### src/rtl/rr_grant_ctrl_pkg.sv
// Shared types and helpers for the round-robin grant controller.
package rr_arb_pkg;

   typedef enum logic {IDLE, BUSY} rr_state_t;

   // Index of the lowest set bit of a one-hot vector (0 when empty).
   function automatic logic [31:0] onehot_to_idx(input logic [63:0] vec);
      logic [31:0] idx;
      idx = '0;
      for (int i = 63; i >= 0; i--) begin
         if (vec[i]) idx = 32'(i);
      end
      return idx;
   endfunction

endpackage

### src/rtl/rr_pick.sv
// Rotating-priority search: first set bit of vec at or above base, else first set bit overall.
module rr_pick #(
   parameter int N_REQ = 4,
   localparam int IDX_W = $clog2(N_REQ)
) (
   input  logic [N_REQ-1:0] vec,
   input  logic [IDX_W-1:0] base,
   output logic [IDX_W-1:0] idx,
   output logic             found
);

   logic             m_found;
   logic [IDX_W-1:0] m_idx;
   logic             u_found;
   logic [IDX_W-1:0] u_idx;

   always_comb begin
      // NOTE: every comb output gets a default first so no path can infer a latch.
      m_found = 1'b0;
      m_idx   = '0;
      u_found = 1'b0;
      u_idx   = '0;
      for (int i = 0; i < N_REQ; i++) begin
         if (vec[i] && (i >= int'(base)) && !m_found) begin
            m_found = 1'b1;
            m_idx   = IDX_W'(i);
         end
         if (vec[i] && !u_found) begin
            u_found = 1'b1;
            u_idx   = IDX_W'(i);
         end
      end
      found = u_found;
      idx   = m_found ? m_idx : u_idx;
   end

endmodule

### src/rtl/rr_grant_ctrl.sv
// Round-robin grant controller with grant locking and hold-limit preemption.
module rr_grant_ctrl
   import rr_arb_pkg::*;
#(
   parameter int N_REQ    = 4,
   parameter int MAX_HOLD = 8,
   localparam int IDX_W   = $clog2(N_REQ)
) (
   input  logic             clk,
   input  logic             rst,
   input  logic [N_REQ-1:0] req,
   output logic [N_REQ-1:0] gnt,
   output logic [IDX_W-1:0] gnt_idx,
   output logic             gnt_valid,
   output logic             preempt
);

   localparam int HC_W = (MAX_HOLD < 2) ? 1 : $clog2(MAX_HOLD + 1);
   localparam logic [N_REQ-1:0] ONE = {{(N_REQ-1){1'b0}}, 1'b1};

   rr_state_t        state, state_n;
   logic [IDX_W-1:0] ptr, ptr_n;
   logic [HC_W-1:0]  hold_cnt, hold_n;
   logic [N_REQ-1:0] gnt_n;
   logic [IDX_W-1:0] gnt_idx_n;
   logic             preempt_n;

   logic [N_REQ-1:0] pick_vec;
   logic [IDX_W-1:0] pick_base;
   logic [IDX_W-1:0] pick_idx;
   logic             pick_found;
   logic [IDX_W-1:0] nxt;
   logic [N_REQ-1:0] others;
   logic             timeout;

   // Wrap explicitly so ptr never reaches N_REQ when N_REQ is not a power of two.
   assign nxt     = (gnt_idx == IDX_W'(N_REQ - 1)) ? '0 : IDX_W'(gnt_idx + 1'b1);
   assign others  = req & ~gnt;
   assign timeout = (MAX_HOLD != 0) && (hold_cnt == HC_W'(MAX_HOLD)) && req[gnt_idx] && (|others);

   // Idle searches all requests from ptr; busy always excludes the current winner.
   assign pick_vec  = (state == IDLE) ? req : others;
   assign pick_base = (state == IDLE) ? ptr : nxt;

   rr_pick #(.N_REQ(N_REQ)) u_pick (
      .vec   (pick_vec),
      .base  (pick_base),
      .idx   (pick_idx),
      .found (pick_found)
   );

   always_ff @(posedge clk or posedge rst) begin
      if (rst) begin
         state    <= IDLE;
         ptr      <= '0;
         hold_cnt <= '0;
         gnt      <= '0;
         gnt_idx  <= '0;
         preempt  <= 1'b0;
      end else begin
         // NOTE: non-blocking assignments keep every register sampling pre-edge values.
         state    <= state_n;
         ptr      <= ptr_n;
         hold_cnt <= hold_n;
         gnt      <= gnt_n;
         gnt_idx  <= gnt_idx_n;
         preempt  <= preempt_n;
      end
   end

   always_comb begin
      state_n   = state;
      ptr_n     = ptr;
      hold_n    = hold_cnt;
      gnt_n     = gnt;
      gnt_idx_n = gnt_idx;
      preempt_n = 1'b0;
      unique case (state)
         IDLE: begin
            if (pick_found) begin
               state_n   = BUSY;
               gnt_n     = ONE << pick_idx;
               gnt_idx_n = pick_idx;
               hold_n    = HC_W'(1);
            end
         end
         BUSY: begin
            if (!req[gnt_idx]) begin
               ptr_n = nxt;
               if (pick_found) begin
                  gnt_n     = ONE << pick_idx;
                  gnt_idx_n = pick_idx;
                  hold_n    = HC_W'(1);
               end else begin
                  state_n   = IDLE;
                  gnt_n     = '0;
                  gnt_idx_n = '0;
                  hold_n    = '0;
               end
            end else if (timeout) begin
               ptr_n     = nxt;
               gnt_n     = ONE << pick_idx;
               gnt_idx_n = pick_idx;
               hold_n    = HC_W'(1);
               preempt_n = 1'b1;
            end else if (hold_cnt < HC_W'(MAX_HOLD)) begin
               hold_n = hold_cnt + 1'b1;
            end
         end
         default: state_n = IDLE;
      endcase
   end

   always_comb begin
      gnt_valid = |gnt;
   end

endmodule

### config.mk
export PLATFORM = sky130hd
export DESIGN_NAME = rr_grant_ctrl
export DESIGN_NICKNAME = d
export VERILOG_FILES = /design/src/rtl/rr_grant_ctrl_pkg.sv /design/src/rtl/rr_pick.sv /design/src/rtl/rr_grant_ctrl.sv
export SDC_FILE = /design/constraint.sdc
export NUM_CORES = 1
export LEC_CHECK = 0
export CAP_MARGIN = 20
export CORE_MARGIN = 1.5
export CORE_UTILIZATION = 40
export DETAILED_ROUTE_END_ITERATION = 7
export PLACE_DENSITY_LB_ADDON = 0.25
export SLEW_MARGIN = 40
export SYNTH_ARGS = -nofsm -noshare
export SYNTH_HDL_FRONTEND = slang
export SYNTH_SLANG_ARGS = --single-unit
### constraint.sdc
create_clock -name clk -period 3.1 [get_ports clk]
set_input_delay 0.93 -clock clk [delete_from_list [all_inputs] [get_ports clk]]
set_output_delay 0.93 -clock clk [all_outputs]
set_load 0.005 [all_outputs]
# Yosys cells after proc, flatten, opt, wreduce, memory -nomap -nowiden
# Index checks and enable logic that the tools add are counted.
# Widths: inputs -> output; s select.
[totals]
elab_cells = 89
input_bits = 6
output_inout_bits = 8
ff_bits = 14
[classes]
n_eq_ne = 6
shift = 1
n_reduce_logical = 22
n_mux = 44
n_lt_le_gt_ge = 5
n_addsub = 2
bitwise_logic = 3
[ops]
columns = ["cell", "count"]
rows = [
  ["$mux 4", 9],
  ["$mux 2", 13],
  ["$mux 1", 17],
  ["$pmux 4 s2", 2],
  ["$logic_and 1x1->1", 11],
  ["$reduce_or 4->1", 2],
  ["$logic_not 1->1", 6],
  ["$reduce_and 2->1", 3],
  ["$add 4x1->4 const B", 1],
  ["$and 4x4->4", 1],
  ["$eq 4x4->1 const B", 1],
  ["$ge 1x2->1 const A", 2],
  ["$lt 4x4->1 const B", 1],
  ["$ne 2x2->1 const B", 2],
  ["$ne 4x3->1 const B", 1],
  ["$not 4->4", 1],
  ["$pmux 2 s2", 1],
  ["$shl 1x2->4 const A", 1],
  ["$lt 2x3->1 const B", 1],
  ["$ne 3x3->1 const B", 1],
  ["$add 2x1->2 const B", 1],
  ["$bmux 1 s2", 1],
  ["$eq 2x2->1 const B", 1],
  ["$ge 2x2->1 const A", 1],
  ["2 further kinds", 2],
]

# Logic depth before layout (Yosys ltp)
[logic_depth]
word_depth = 20
mapped_depth = 8
depth_no_buf = 8

# Modules after synthesis
# From an unflattened synthesis, not the netlist that was laid out.
[unflattened]
cells_unflattened = 99
hier_area_um2 = 938.4
[by_module_without_submodules]
columns = ["module", "n_inst", "seq_area_each_um2", "area_each_um2", "cells_each"]
rows = [
  ["rr_grant_ctrl", 1, 350.3, 860.8, 86],
  ["rr_pick", 1, 0.0, 77.6, 13],
]

# Worst setup path after synthesis
# No wires, ideal clock.
[synth_path]
path_type = "input to register"
start = "input port req[1]"
end = "register gnt[0]"
stages = 5
path_slack_ps = 661
required_ps = 3022
t_arrival_ps = 2362
setup_time_ps = 78
n_path_buf = 0
path_cell_list = "mux4_1 > nand2_1 > mux2_2 > or2_1 > o2bb2ai_1"
[synth_between]
elab_chain_len = 16
elab_cells_between_ends = 40
classes_between = "2 x eq/ne; 1 x shift; 21 x mux; 1 x bitwise; 15 x reduce/logical"
[synth_lines]
columns = ["element", "line", "source"]
rows = [
  ["start: declaration", "rr_grant_ctrl.sv:11", "input logic [N_REQ-1:0] req,"],
  ["$and 4x4->4", "rr_grant_ctrl.sv:38", "assign others = req & ~gnt;"],
  ["$mux 4", "rr_grant_ctrl.sv:42", "assign pick_vec = (state == IDLE) ? req : others;"],
  ["$logic_and 1x1->1 (2 in a row)", "rr_pick.sv:24", "if (vec[i] && (i >= int'(base)) && !m_found) begin"],
  ["$mux 1", "rr_pick.sv:24", ""],
  ["$logic_not 1->1", "rr_pick.sv:24", ""],
  ["$logic_and 1x1->1", "rr_pick.sv:24", ""],
  ["$mux 1", "rr_pick.sv:24", ""],
  ["$logic_not 1->1", "rr_pick.sv:24", ""],
  ["$logic_and 1x1->1", "rr_pick.sv:24", ""],
  ["$mux 2 / $mux 1 (equally long branches)", "rr_pick.sv:24", ""],
  ["$mux 2", "rr_pick.sv:34", "idx = m_found ? m_idx : u_idx;"],
  ["$shl 1x2->4", "rr_grant_ctrl.sv:82, rr_grant_ctrl.sv:91, rr_grant_ctrl.sv:102", ""],
  ["$mux 4, on equally long branches", "rr_grant_ctrl.sv:90, rr_grant_ctrl.sv:100", ""],
  ["$mux 4", "rr_grant_ctrl.sv:88", "if (!req[gnt_idx]) begin"],
  ["$pmux 4 s2", "rr_grant_ctrl.sv:78", "unique case (state)"],
  ["end signal: assignment", "rr_grant_ctrl.sv:65", "gnt <= gnt_n;"],
  ["end: declaration", "rr_grant_ctrl.sv:12", "output logic [N_REQ-1:0] gnt,"],
]
# Parallel ways exist; a longest one is shown, timed or not. The select of a mux whose other input is x is not followed.
# A chain may end at the register's enable or synchronous reset.

# Final worst setup path
# Ends and elaborated chain as after synthesis.

==> flow_summary.ini <==
[run_status]
outcome = finished clean

[sta]
worst_slew_pin_slew_ns = 0.5697
min_period_ns = 2.716
finalSetupTns_ns = 0
slew_headroom_pct = 61.98
rsz0062_at_grt = false
skew_ns = 0.0003727
setup_ws_ns = 0.3842
setup_viol = 0
report.final.slew_viol_count = 0
finalCritPeriodShare_pct = 87.61
max_freq_mhz = 368.2
finalHoldViolations = 0

[worst_setup_path]
path_max_fanout = 6
cp_slowest_cell = mux4_1
cp.required_ns = 3.30
critPathKind = in2reg
start_kind = primary input
end_kind = flop
crit_chain = clkdlybuf4s50_1 -> mux4_1 -> nand2_1 -> mux2_2 -> or2_1 -> o2bb2ai_1
reg2reg_depth = 4
crit_path_max_incr_delay_ns = 0.61
arrival_ns = 2.92

[drt]
vias = 775
routed_via_density = 5.916
drcViolationCount = 0
drt_iter0_drc = 19
drt_pass1_iterations = 4
wl_um = 2073
wire_per_inst_um = 15.82
ant_nets = 0

[grt]
grt_max_degree = 16
grt.overflow.total = 0
grt_pass1_vias = 738
grt_antenna_before_repair = 0
globalRouteTotalUtil_pct = 18.39
grt_pass1_wl_um = 3456

[yosys]
synthSimpleGateAreaFrac_pct = 20.62
yosys-mux-area-fraction_pct = 8.051
synthTopCellsByArea = dfrtp_1, mux2_2, nand2b_1
yosys.cell_count.top_type = dfrtp_1
syn_nets = 96
synth_top_family_by_area = compound AO/OA/AOI/OAI gates
ys_warn_count = 0
netlist_area_um2 = 885.9
yosysTopAreaCell = dfrtp_1
ys_top_cells_by_count = dfrtp_1, nand2_1, nand2b_1, inv_1, nor2_1
yosysSeqAreaShare_pct = 39.55
netlist.area_leader.share_pct = 39.55
netlist-cell-type-count = 35
synthFlopType = dfrtp_1
netlist_instances = 87
synth-seq-cells = 14
synth_xor_area_share_pct = 0.9887
synth_edf_count = 0
synth-compound-area-share_pct = 23.16
synth_adder_area_share_pct = 4.237
async_flop_share_pct = 100.0
synth_area_per_cell_um2 = 10.18

[placement]
placed_area_um2 = 1057
dp_slack_ns = 0.1197
dp_hpwl_um = 1557
gp_congestion = 0.8531
io_buffers = 13

[power_and_ir_drop]
powerDensity_nw_per_um2 = 954.6
finalPower_mw = 1.031
ir_worst_vdd_mv = 0.5331
leakagePower_nw = 0.4790

[clock_network]
clk_pin_slew_ns = 0.08
worstSkewPairLatency_ns = 0.27
clock-sinks = 14
post_cts_resized = 0
cts_max_path_buffers = 2
h-tree-depth = 1
cts-root-buf = clkbuf_4
cts_inserted_buffers = 3
post-cts-setup-buffer-count = 0
cts_hold_buffers = 0
cts_tree = done

[layout]
postLayoutCellArea_um2 = 1080
antenna_cells = 0
n_fill_cell = 185
nets = 115
drive_gt1_share_pct = 13.46
area_growth_pct = 21.89

[floorplan]
die_width_um = 50.06
core-area_um2 = 2022
die_area_um2 = 2506
ios = 14
die_h_um = 50.06
initial_utilization_pct = 43.81
rows = 16

[hold_path]
hold_path.class = reg2reg
hold_path_depth = 1

[flow_run]
drv_cap = 0
==> kinds of logic after synthesis <==
group / after synthesis
compound gates: 24
xor+xnor: 1
fa+ha+maj: 3
buf+inv: 7
flops: 14
mux: 5
simple gates: 33
==> layout by cell type (no fill, tap or decap), types with 2 or more instances in the layout <==
cell type	instances
clkbuf_4	3
o22ai_1	2
nand2_1	9
nor2_1	5
buf_4	2
a22o_1	2
nand2b_1	7
a21boi_0	3
a21boi_1	2
o21ai_0	2
a21o_1	2
and2_1	2
a21oi_1	2
dfrtp_1	14
inv_1	6
mux2_2	4
o2bb2ai_1	3
ha_1	3
clkdlybuf4s50_1	13
==> worst max-delay path, delay by kind of cell <==
family	cells	cell delay (ns)
multiplexers	2	0.97
buffers and inverters	1	0.51
AND/OR/NAND/NOR	2	0.37
AO/OA/AOI/OAI	1	0.14
==> cell type report <==
type,count,area [um2],area share [%]
clock buffers,3,22.52,2.086
inverters,6,22.52,2.086
multi-input cells,66,505.5,46.81
flip-flops and latches,14,350.3,32.44
well taps,27,33.78,3.129
repair buffers,15,145.1,13.44
==> sequential cells by signal, indices dropped and copies added (netlist names) <==
register,count
preempt,1
gnt_idx,2
gnt,4
state,1
ptr,2
hold_cnt,4
==> layer usage <==
layer  GRT usage [%]  vias up  share of wire [%]
met5               0        -                  0
met2           30.26       28                 48
li1                -      358                  -
met1           25.29      381                 46
met3           1.818        8                4.8
met4           5.556        0                1.1
==> path summary, 6_finish.rpt <==
| check | end | slack (ns) | startpoint |
|---|---|---|---|
| worst max-delay path | gnt[0] | 0.38 | req[1] |
| worst min-delay path | ptr[0] | 0.50 | ptr[0] |
| worst max register to register | gnt_idx[0] | 0.90 | state |
| worst min register to register | ptr[0] | 0.50 | ptr[0] |
| max in group asynchronous | gnt_idx[1] | 1.73 | rst |
| min in group asynchronous | ptr[0] | 1.00 | rst |
==> stage by stage <==
step | std cells | util (%) | hold slack (ns)
global route | 131 | 53.40 | 0.5392
global placement | 128 | 52.29 | 0.4847
CTS | 131 | 53.40 | 0.5086
finish | 131 | 53.40 | 0.5026
detailed placement | 128 | 52.29 | 0.4882
floorplan | 87 | - | 0.4710
==> where the power goes <==
group | leakage (nW) | internal (mW) | total, mW | switching (mW)
Clock | 0.0138 | 0.0450 | 0.103 | 0.0584
Combinational | 0.291 | 0.318 | 0.598 | 0.280
Sequential | 0.175 | 0.249 | 0.330 | 0.0805
(Power assumes the default switching activity.)
